===== src/rtl/logic_unit_pipe_pkg.sv =====
`default_nettype none
// ============================================================================
// Module  : logic_unit_pipe_pkg
// Purpose : Shared definitions for the pipelined logic unit: operation codes,
//           field widths and flag bundle layout.
// Ports   : (package, no ports)
// Revision: 1.0  initial release
// ============================================================================
package logic_unit_pipe_pkg;

   // Width of the operation select field.
   localparam int OP_W   = 3;

   // Number of status flags carried alongside each result (zero, ones, parity).
   localparam int FLAG_W = 3;

   // Operation encoding. NOT and PASS look only at operand a.
   typedef enum logic [OP_W-1:0] {
      OP_AND  = 3'd0,
      OP_OR   = 3'd1,
      OP_NOT  = 3'd2,
      OP_NAND = 3'd3,
      OP_NOR  = 3'd4,
      OP_XOR  = 3'd5,
      OP_XNOR = 3'd6,
      OP_PASS = 3'd7
   } lu_op_e;

   // Result flag bundle, packed in the order it travels through stage 2.
   typedef struct packed {
      logic zero;
      logic ones;
      logic par;
   } lu_flags_t;

endpackage : logic_unit_pipe_pkg
`default_nettype wire


===== src/rtl/lu_pipe_stage.sv =====
`default_nettype none
// ============================================================================
// Module  : lu_pipe_stage
// Purpose : One valid/ready register slice. Captures in_data when the
//           upstream beat is accepted, holds it stable until the downstream
//           side takes it. No skid buffer: in_ready is combinational from
//           out_ready, so a full slice that is being drained can reload in
//           the same cycle.
// Ports   : clk, rst        - clock, asynchronous active-high reset
//           in_valid/ready  - upstream handshake
//           in_data         - upstream payload (DW bits)
//           out_valid/ready - downstream handshake
//           out_data        - registered payload (DW bits)
// Revision: 1.0  initial release
// ============================================================================
module lu_pipe_stage #(
   parameter int DW = 8
) (
   input  logic          clk,
   input  logic          rst,
   input  logic          in_valid,
   output logic          in_ready,
   input  logic [DW-1:0] in_data,
   output logic          out_valid,
   input  logic          out_ready,
   output logic [DW-1:0] out_data
);

   logic          valid_q;
   logic          valid_d;
   logic [DW-1:0] data_q;
   logic [DW-1:0] data_d;
   logic          w_load;

   // Empty slices always accept; full ones only when they are being drained.
   assign in_ready = ~valid_q | out_ready;
   assign w_load   = in_valid & in_ready;

   always_comb begin
      valid_d = valid_q;
      data_d  = data_q;
      if (w_load) begin
         valid_d = 1'b1;
         data_d  = in_data;
      end else if (out_ready) begin
         valid_d = 1'b0;
      end
   end

   always_ff @(posedge clk or posedge rst) begin
      if (rst) begin
         valid_q <= 1'b0;
         data_q  <= '0;
      end else begin
         valid_q <= valid_d;
         data_q  <= data_d;
      end
   end

   assign out_valid = valid_q;
   assign out_data  = data_q;

endmodule : lu_pipe_stage
`default_nettype wire


===== src/rtl/logic_unit_pipe.sv =====
`default_nettype none
// ============================================================================
// Module  : logic_unit_pipe
// Purpose : Two-stage pipelined bitwise logic unit. Stage 1 registers the
//           request; the result, its flags and the accumulator update are
//           computed on the stage 1 -> stage 2 transfer. Full throughput,
//           valid/ready on both sides.
// Ports   : clk, rst            - clock, asynchronous active-high reset
//           in_valid/in_ready   - request handshake
//           in_op               - operation select (see lu_op_e)
//           in_acc              - 1: operand b is the accumulator
//           in_a, in_b          - operands (WIDTH bits)
//           acc_clr             - synchronous accumulator clear
//           out_valid/out_ready - result handshake
//           out_data            - result (WIDTH bits)
//           out_zero/ones/par   - result == 0, result all ones, XOR of result
//           acc_q               - current accumulator value
// Revision: 1.0  initial release
// ============================================================================
module logic_unit_pipe
   import logic_unit_pipe_pkg::*;
#(
   parameter int WIDTH = 8
) (
   input  logic             clk,
   input  logic             rst,
   input  logic             in_valid,
   output logic             in_ready,
   input  logic [OP_W-1:0]  in_op,
   input  logic             in_acc,
   input  logic [WIDTH-1:0] in_a,
   input  logic [WIDTH-1:0] in_b,
   input  logic             acc_clr,
   output logic             out_valid,
   input  logic             out_ready,
   output logic [WIDTH-1:0] out_data,
   output logic             out_zero,
   output logic             out_ones,
   output logic             out_par,
   output logic [WIDTH-1:0] acc_q
);

   localparam int S1_W = OP_W + 1 + 2 * WIDTH;
   localparam int S2_W = WIDTH + FLAG_W;

   // ------------------------------------------------------------------
   // Stage 1: request register {op, acc, a, b}
   // ------------------------------------------------------------------
   logic [S1_W-1:0]  w_s1_in;
   logic [S1_W-1:0]  w_s1_out;
   logic             w_s1_valid;
   logic             w_s2_ready;

   assign w_s1_in = {in_op, in_acc, in_a, in_b};

   lu_pipe_stage #(
      .DW (S1_W)
   ) u_s1 (
      .clk       (clk),
      .rst       (rst),
      .in_valid  (in_valid),
      .in_ready  (in_ready),
      .in_data   (w_s1_in),
      .out_valid (w_s1_valid),
      .out_ready (w_s2_ready),
      .out_data  (w_s1_out)
   );

   logic [OP_W-1:0]  w_s1_op;
   logic             w_s1_acc;
   logic [WIDTH-1:0] w_s1_a;
   logic [WIDTH-1:0] w_s1_b;

   assign {w_s1_op, w_s1_acc, w_s1_a, w_s1_b} = w_s1_out;

   // ------------------------------------------------------------------
   // Result and flag logic between the stages
   // ------------------------------------------------------------------
   logic [WIDTH-1:0] accum_q;
   logic [WIDTH-1:0] accum_d;
   logic [WIDTH-1:0] w_opb;
   logic [WIDTH-1:0] w_result;
   lu_flags_t        w_flags;

   // Accumulating beats read the live accumulator, so a beat that directly
   // follows another accumulating beat sees its predecessor's result.
   assign w_opb = w_s1_acc ? accum_q : w_s1_b;

   always_comb begin
      w_result = '0;
      case (lu_op_e'(w_s1_op))
         OP_AND  : w_result =   w_s1_a & w_opb;
         OP_OR   : w_result =   w_s1_a | w_opb;
         OP_NOT  : w_result =  ~w_s1_a;
         OP_NAND : w_result = ~(w_s1_a & w_opb);
         OP_NOR  : w_result = ~(w_s1_a | w_opb);
         OP_XOR  : w_result =   w_s1_a ^ w_opb;
         OP_XNOR : w_result = ~(w_s1_a ^ w_opb);
         OP_PASS : w_result =   w_s1_a;
         default : w_result =   w_s1_a;
      endcase
   end

   always_comb begin
      w_flags.zero = ~|w_result;
      w_flags.ones =  &w_result;
      w_flags.par  =  ^w_result;
   end

   // ------------------------------------------------------------------
   // Accumulator
   // ------------------------------------------------------------------
   logic w_xfer;

   assign w_xfer = w_s1_valid & w_s2_ready;

   // A clear arriving with an accumulating transfer still lets that
   // transfer compute from the old value, but the clear decides what the
   // accumulator holds afterwards.
   always_comb begin
      accum_d = accum_q;
      if (acc_clr) begin
         accum_d = '0;
      end else if (w_xfer && w_s1_acc) begin
         accum_d = w_result;
      end
   end

   always_ff @(posedge clk or posedge rst) begin
      if (rst) begin
         accum_q <= '0;
      end else begin
         accum_q <= accum_d;
      end
   end

   assign acc_q = accum_q;

   // ------------------------------------------------------------------
   // Stage 2: result register {data, flags}
   // ------------------------------------------------------------------
   logic [S2_W-1:0] w_s2_in;
   logic [S2_W-1:0] w_s2_out;
   lu_flags_t       w_out_flags;

   assign w_s2_in = {w_result, w_flags};

   lu_pipe_stage #(
      .DW (S2_W)
   ) u_s2 (
      .clk       (clk),
      .rst       (rst),
      .in_valid  (w_s1_valid),
      .in_ready  (w_s2_ready),
      .in_data   (w_s2_in),
      .out_valid (out_valid),
      .out_ready (out_ready),
      .out_data  (w_s2_out)
   );

   assign {out_data, w_out_flags} = w_s2_out;
   assign out_zero = w_out_flags.zero;
   assign out_ones = w_out_flags.ones;
   assign out_par  = w_out_flags.par;

endmodule : logic_unit_pipe
`default_nettype wire


===== config.mk =====
export PLATFORM = sky130hd
export DESIGN_NAME = logic_unit_pipe
export DESIGN_NICKNAME = d
export VERILOG_FILES = /design/src/rtl/logic_unit_pipe_pkg.sv /design/src/rtl/lu_pipe_stage.sv /design/src/rtl/logic_unit_pipe.sv
export SDC_FILE = /design/constraint.sdc
export NUM_CORES = 1
export LEC_CHECK = 0
export BUFFER_PORTS_ARGS = -buffer_cell sky130_fd_sc_hd__buf_2
export CAP_MARGIN = 20
export CORE_ASPECT_RATIO = 1.4
export CORE_MARGIN = 5
export CORE_UTILIZATION = 56
export DETAILED_ROUTE_END_ITERATION = 12
export PLACE_DENSITY = 0.8
export SYNTH_ARGS = -nofsm -noshare
export SYNTH_HDL_FRONTEND = slang
export SYNTH_SLANG_ARGS = --single-unit

===== constraint.sdc =====
create_clock -name clk -period 2.9 [get_ports clk]
set_input_delay 0.58 -clock clk [delete_from_list [all_inputs] [get_ports clk]]
set_output_delay 0.58 -clock clk [all_outputs]
set_load 0.03 [all_outputs]

==> results.py <==
metrics = {
    "status": {
        "run_status": "finished, final reports clean",
    },
    "critical_path": {
        "cp_cell_sequence": "mux2i_1, ha_1, mux2_1, mux4_2, inv_1, ha_1, xnor2_1, xnor2_1, o21ai_0",
        "r2r_start": "u_s1.out_data[16]",
        "crit_path_max_fanout": 5,
        "crit_slowest_cell": "mux4_2",
        "cp-start-kind": "register",
        "worst_setup_path_end_kind": "register",
        "r2r_slack_ns": 0.27,
        "critPathKind": "register to register",
        "cp_data_required_time_ns": 3.07,
        "arrival_ns": 2.80,
        "startpoint": "u_s1.out_data[16]",
        "crit_path_max_incr_delay_ns": 0.51,
    },
    "route": {
        "wl_per_cell_um": 15.4,
        "postRouteAntennaNets": 0,
        "dr.pass1.iters": 4,
        "drt_wl_total_um": 5950,
        "vias_per_cell": 5.66,
        "vias": 2183,
        "drt_iter0_drc": 135,
        "remaining_drc_errors": 0,
    },
    "timing": {
        "worst_slew_pin_slew_ns": 0.768,
        "setup_violations": 0,
        "fmax_ghz": 0.380,
        "slew_viol_final": 0,
        "max_slew_margin_pct": 48.8,
        "finClkSkew_ns": 0.00828,
        "hold_viol_final": 0,
        "period_share_pct": 90.8,
        "period_minus_slack_ns": 2.63,
        "rsz0062_at_grt": "false",
        "worst_slack_ns": 0.268,
    },
    "place": {
        "post-place-ws_ns": -0.0349,
        "dp_hpwl_um": 4440,
        "gp_congestion": 0.816,
        "port_buffers": 45,
    },
    "power_and_ir_drop": {
        "ir_drop_uv": 410,
        "sequentialPowerShare_pct": 33.8,
        "clkPwrFrac_pct": 20.8,
        "leakage_nw": 1.58,
        "pwr-share-comb_pct": 45.4,
        "net-switching-power_uw": 887,
        "power_density_nw_per_um2": 717,
        "power_switching_share_pct": 39.2,
        "p_int_mw": 1.38,
    },
    "grt": {
        "grt_pass1_wl_um": 9740,
        "grt_pass1_vias": 2090,
        "track_usage_pct": 20.0,
        "grt_overflow": 0,
        "antenna_found_initial": 0,
        "grt_max_degree": 42,
    },
    "floorplan": {
        "dieHeight_um": 92.5,
        "coreArea_um2": 4770,
        "initial_core_util_pct": 57.1,
        "die_area_um2": 6370,
        "rows": 30,
        "die_x_um": 68.9,
        "num_io_pins": 46,
    },
    "yosys": {
        "dominantRegCellSynth": "dfrtp_1",
        "synthArstFlopShare_pct": 100,
        "synth-compound-area-share_pct": 15.5,
        "synthesis.area_um2": 2720,
        "ys_types": 48,
        "seq_area_frac_synth_pct": 37.7,
        "syn_nets": 322,
        "ys_ff_latch": 41,
        "avgSynthCellArea_um2": 9.97,
        "synth_edf_count": 0,
        "syn_inst": 273,
        "yosysWarnings": 0,
        "yosysTopAreaCell": "dfrtp_1",
        "synth_area_leaders": "dfrtp_1 (38%), ha_1 (11%), mux2_2 (8.3%), mux2i_1 (5.5%), inv_1 (3.2%)",
        "muxShareOfSynthArea_pct": 15.9,
        "synth_top_area_share_pct": 37.7,
        "synthAdderAreaFrac_pct": 11.0,
        "synth-simple-area-share_pct": 13.1,
        "synth_top_family_by_area": "multiplexers",
        "synthXorXnorAreaFrac_pct": 0.966,
    },
    "layout": {
        "n_fill_cell": 386,
        "fin_util_pct": 66.3,
        "n_antenna_cell": 0,
        "drive_above_1_share_pct": 28.3,
        "nets": 370,
        "area_growth_pct": 16.2,
    },
    "hold_path": {
        "hp-class": "input port to async pin",
    },
    "clocking": {
        "cts_buffer_depth": 2,
        "cts.sinks": 41,
        "cts_buffers": 5,
        "ctsHoldBuffers": 0,
        "cts-root-buf": "clkbuf_8",
        "h-tree-depth": 2,
        "cts_tree": "done",
        "clk_pin_slew_ns": 0.09,
        "clk_latency_ns": 0.30,
    },
    "run": {
        "maxCapViolCount": 0,
    },
}
## final timing paths
path                            cells after the start           endpoint
worst max-delay path                                9   u_s2.out_data[0]
worst min-delay path                                3     u_s2.out_valid
worst max register to register                      9   u_s2.out_data[0]
worst min register to register                      2   u_s2.out_data[1]
max in group asynchronous                           3  u_s1.out_data[16]
min in group clk                                    2   u_s2.out_data[1]
## power by group through the flow
stage / Combinational [mW] / Sequential, mW / Clock (mW)
floorplan: 0.656 / 0.872 / 0
global placement: 0.980 / 0.770 / 0
detailed placement: 1.02 / 0.776 / 0
CTS: 1.02 / 0.765 / 0.475
global route: 1.14 / 0.783 / 0.499
finish: 1.03 / 0.766 / 0.471
## synth_stat cells (4+ instances only)
library cell,n
dfrtp_1,41
buf_2,8
o31ai_1,6
mux2i_1,15
inv_1,23
a311oi_1,4
nand2b_1,6
or2_1,5
nand2_1,22
a21oi_1,7
and2_1,5
nor2_1,17
o21ai_1,8
ha_1,24
nand3b_1,4
o21ai_0,6
mux2_2,20
## logic make-up (layout without fill, tap and decap cells)
group           Yosys count  after routing
simple gates             70             70
compound gates           58             58
flops                    41             41
buf+inv                  39             88
mux                      38             38
fa+ha+maj                24             24
xor+xnor                  3              3
## area by class of cell
| cell class | instances | area [um^2] | share of cell area, % |
|---|---|---|---|
| Tap cell | 64 | 80.1 | 2.53 |
| Multi-Input combinational cell | 193 | 1550 | 48.9 |
| Clock inverter | 3 | 46.3 | 1.46 |
| Sequential cell | 41 | 1030 | 32.5 |
| Timing Repair Buffer | 55 | 300 | 9.50 |
| Clock buffer | 5 | 68.8 | 2.18 |
| Inverter | 25 | 93.8 | 2.97 |
## state kept, by name, indices dropped and copies added (netlist names)
signal	count
u_s1.out_data	20
u_s2.out_data	11
acc_q	8
u_s1.out_valid	1
u_s2.out_valid	1
## per-stage QoR
| step | instances | hold WS (ns) | TNS, ns | instance area (um^2) | power (mW) |
|---|---|---|---|---|---|
| floorplan | 273 | 0.479 | 0 | 2720 | 1.53 |
| detailed placement | 377 | 0.465 | -0.0349 | 3030 | 1.79 |
| global placement | 377 | 0.457 | 0 | 3030 | 1.75 |
| global route | 386 | 0.449 | 0 | 3160 | 2.42 |
| finish | 386 | 0.390 | 0 | 3160 | 2.27 |
| CTS | 385 | 0.413 | 0 | 3150 | 2.26 |
## repair_timing
item | 4_1_cts | 5_1_grt
setup endpoints to repair | 1 | 1
gates resized for setup | 1 | 2
buffers inserted | 0 | 1
## cells in the final DEF, fill, tap and decap left out, types with 2 or more instances in the layout
cell       instances
nand2b_1           6
a21oi_1            6
and3b_1            3
o21ai_1            8
mux2i_1           15
mux2_2            20
o21ai_0            6
or2_1              5
nand4_1            2
inv_2              2
a211oi_1           3
a31oi_1            2
o31ai_1            6
buf_4             10
ha_1              24
dfrtp_1           40
o211ai_1           3
a2111oi_1          2
nand3b_1           4
or3_1              2
buf_2             45
o211a_1            3
mux4_2             2
xnor2_1            3
clkbuf_8           5
and2_1             5
o221ai_1           3
nor2_1            17
inv_1             23
a311oi_1           4
nand2_1           22
## critical path, delay by kind of cell, from the launching register on
| kind | cells | cell delay [ns] |
|---|---|---|
| xor+xnor | 2 | 0.32 |
| flops | 1 | 0.43 |
| fa+ha+maj | 2 | 0.52 |
| mux | 3 | 1.08 |
| compound gates | 1 | 0.08 |
| buf+inv | 1 | 0.08 |
## metal layers
metal	up-vias	wire length, um	track usage [%]
li1	1069	-	-
met1	1047	2490	25.1
met2	54	3090	34.2
met3	13	242	2.91
met4	0	125	6.50
met5	-	0	0
Note: power is estimated with default switching activity, not from simulation.
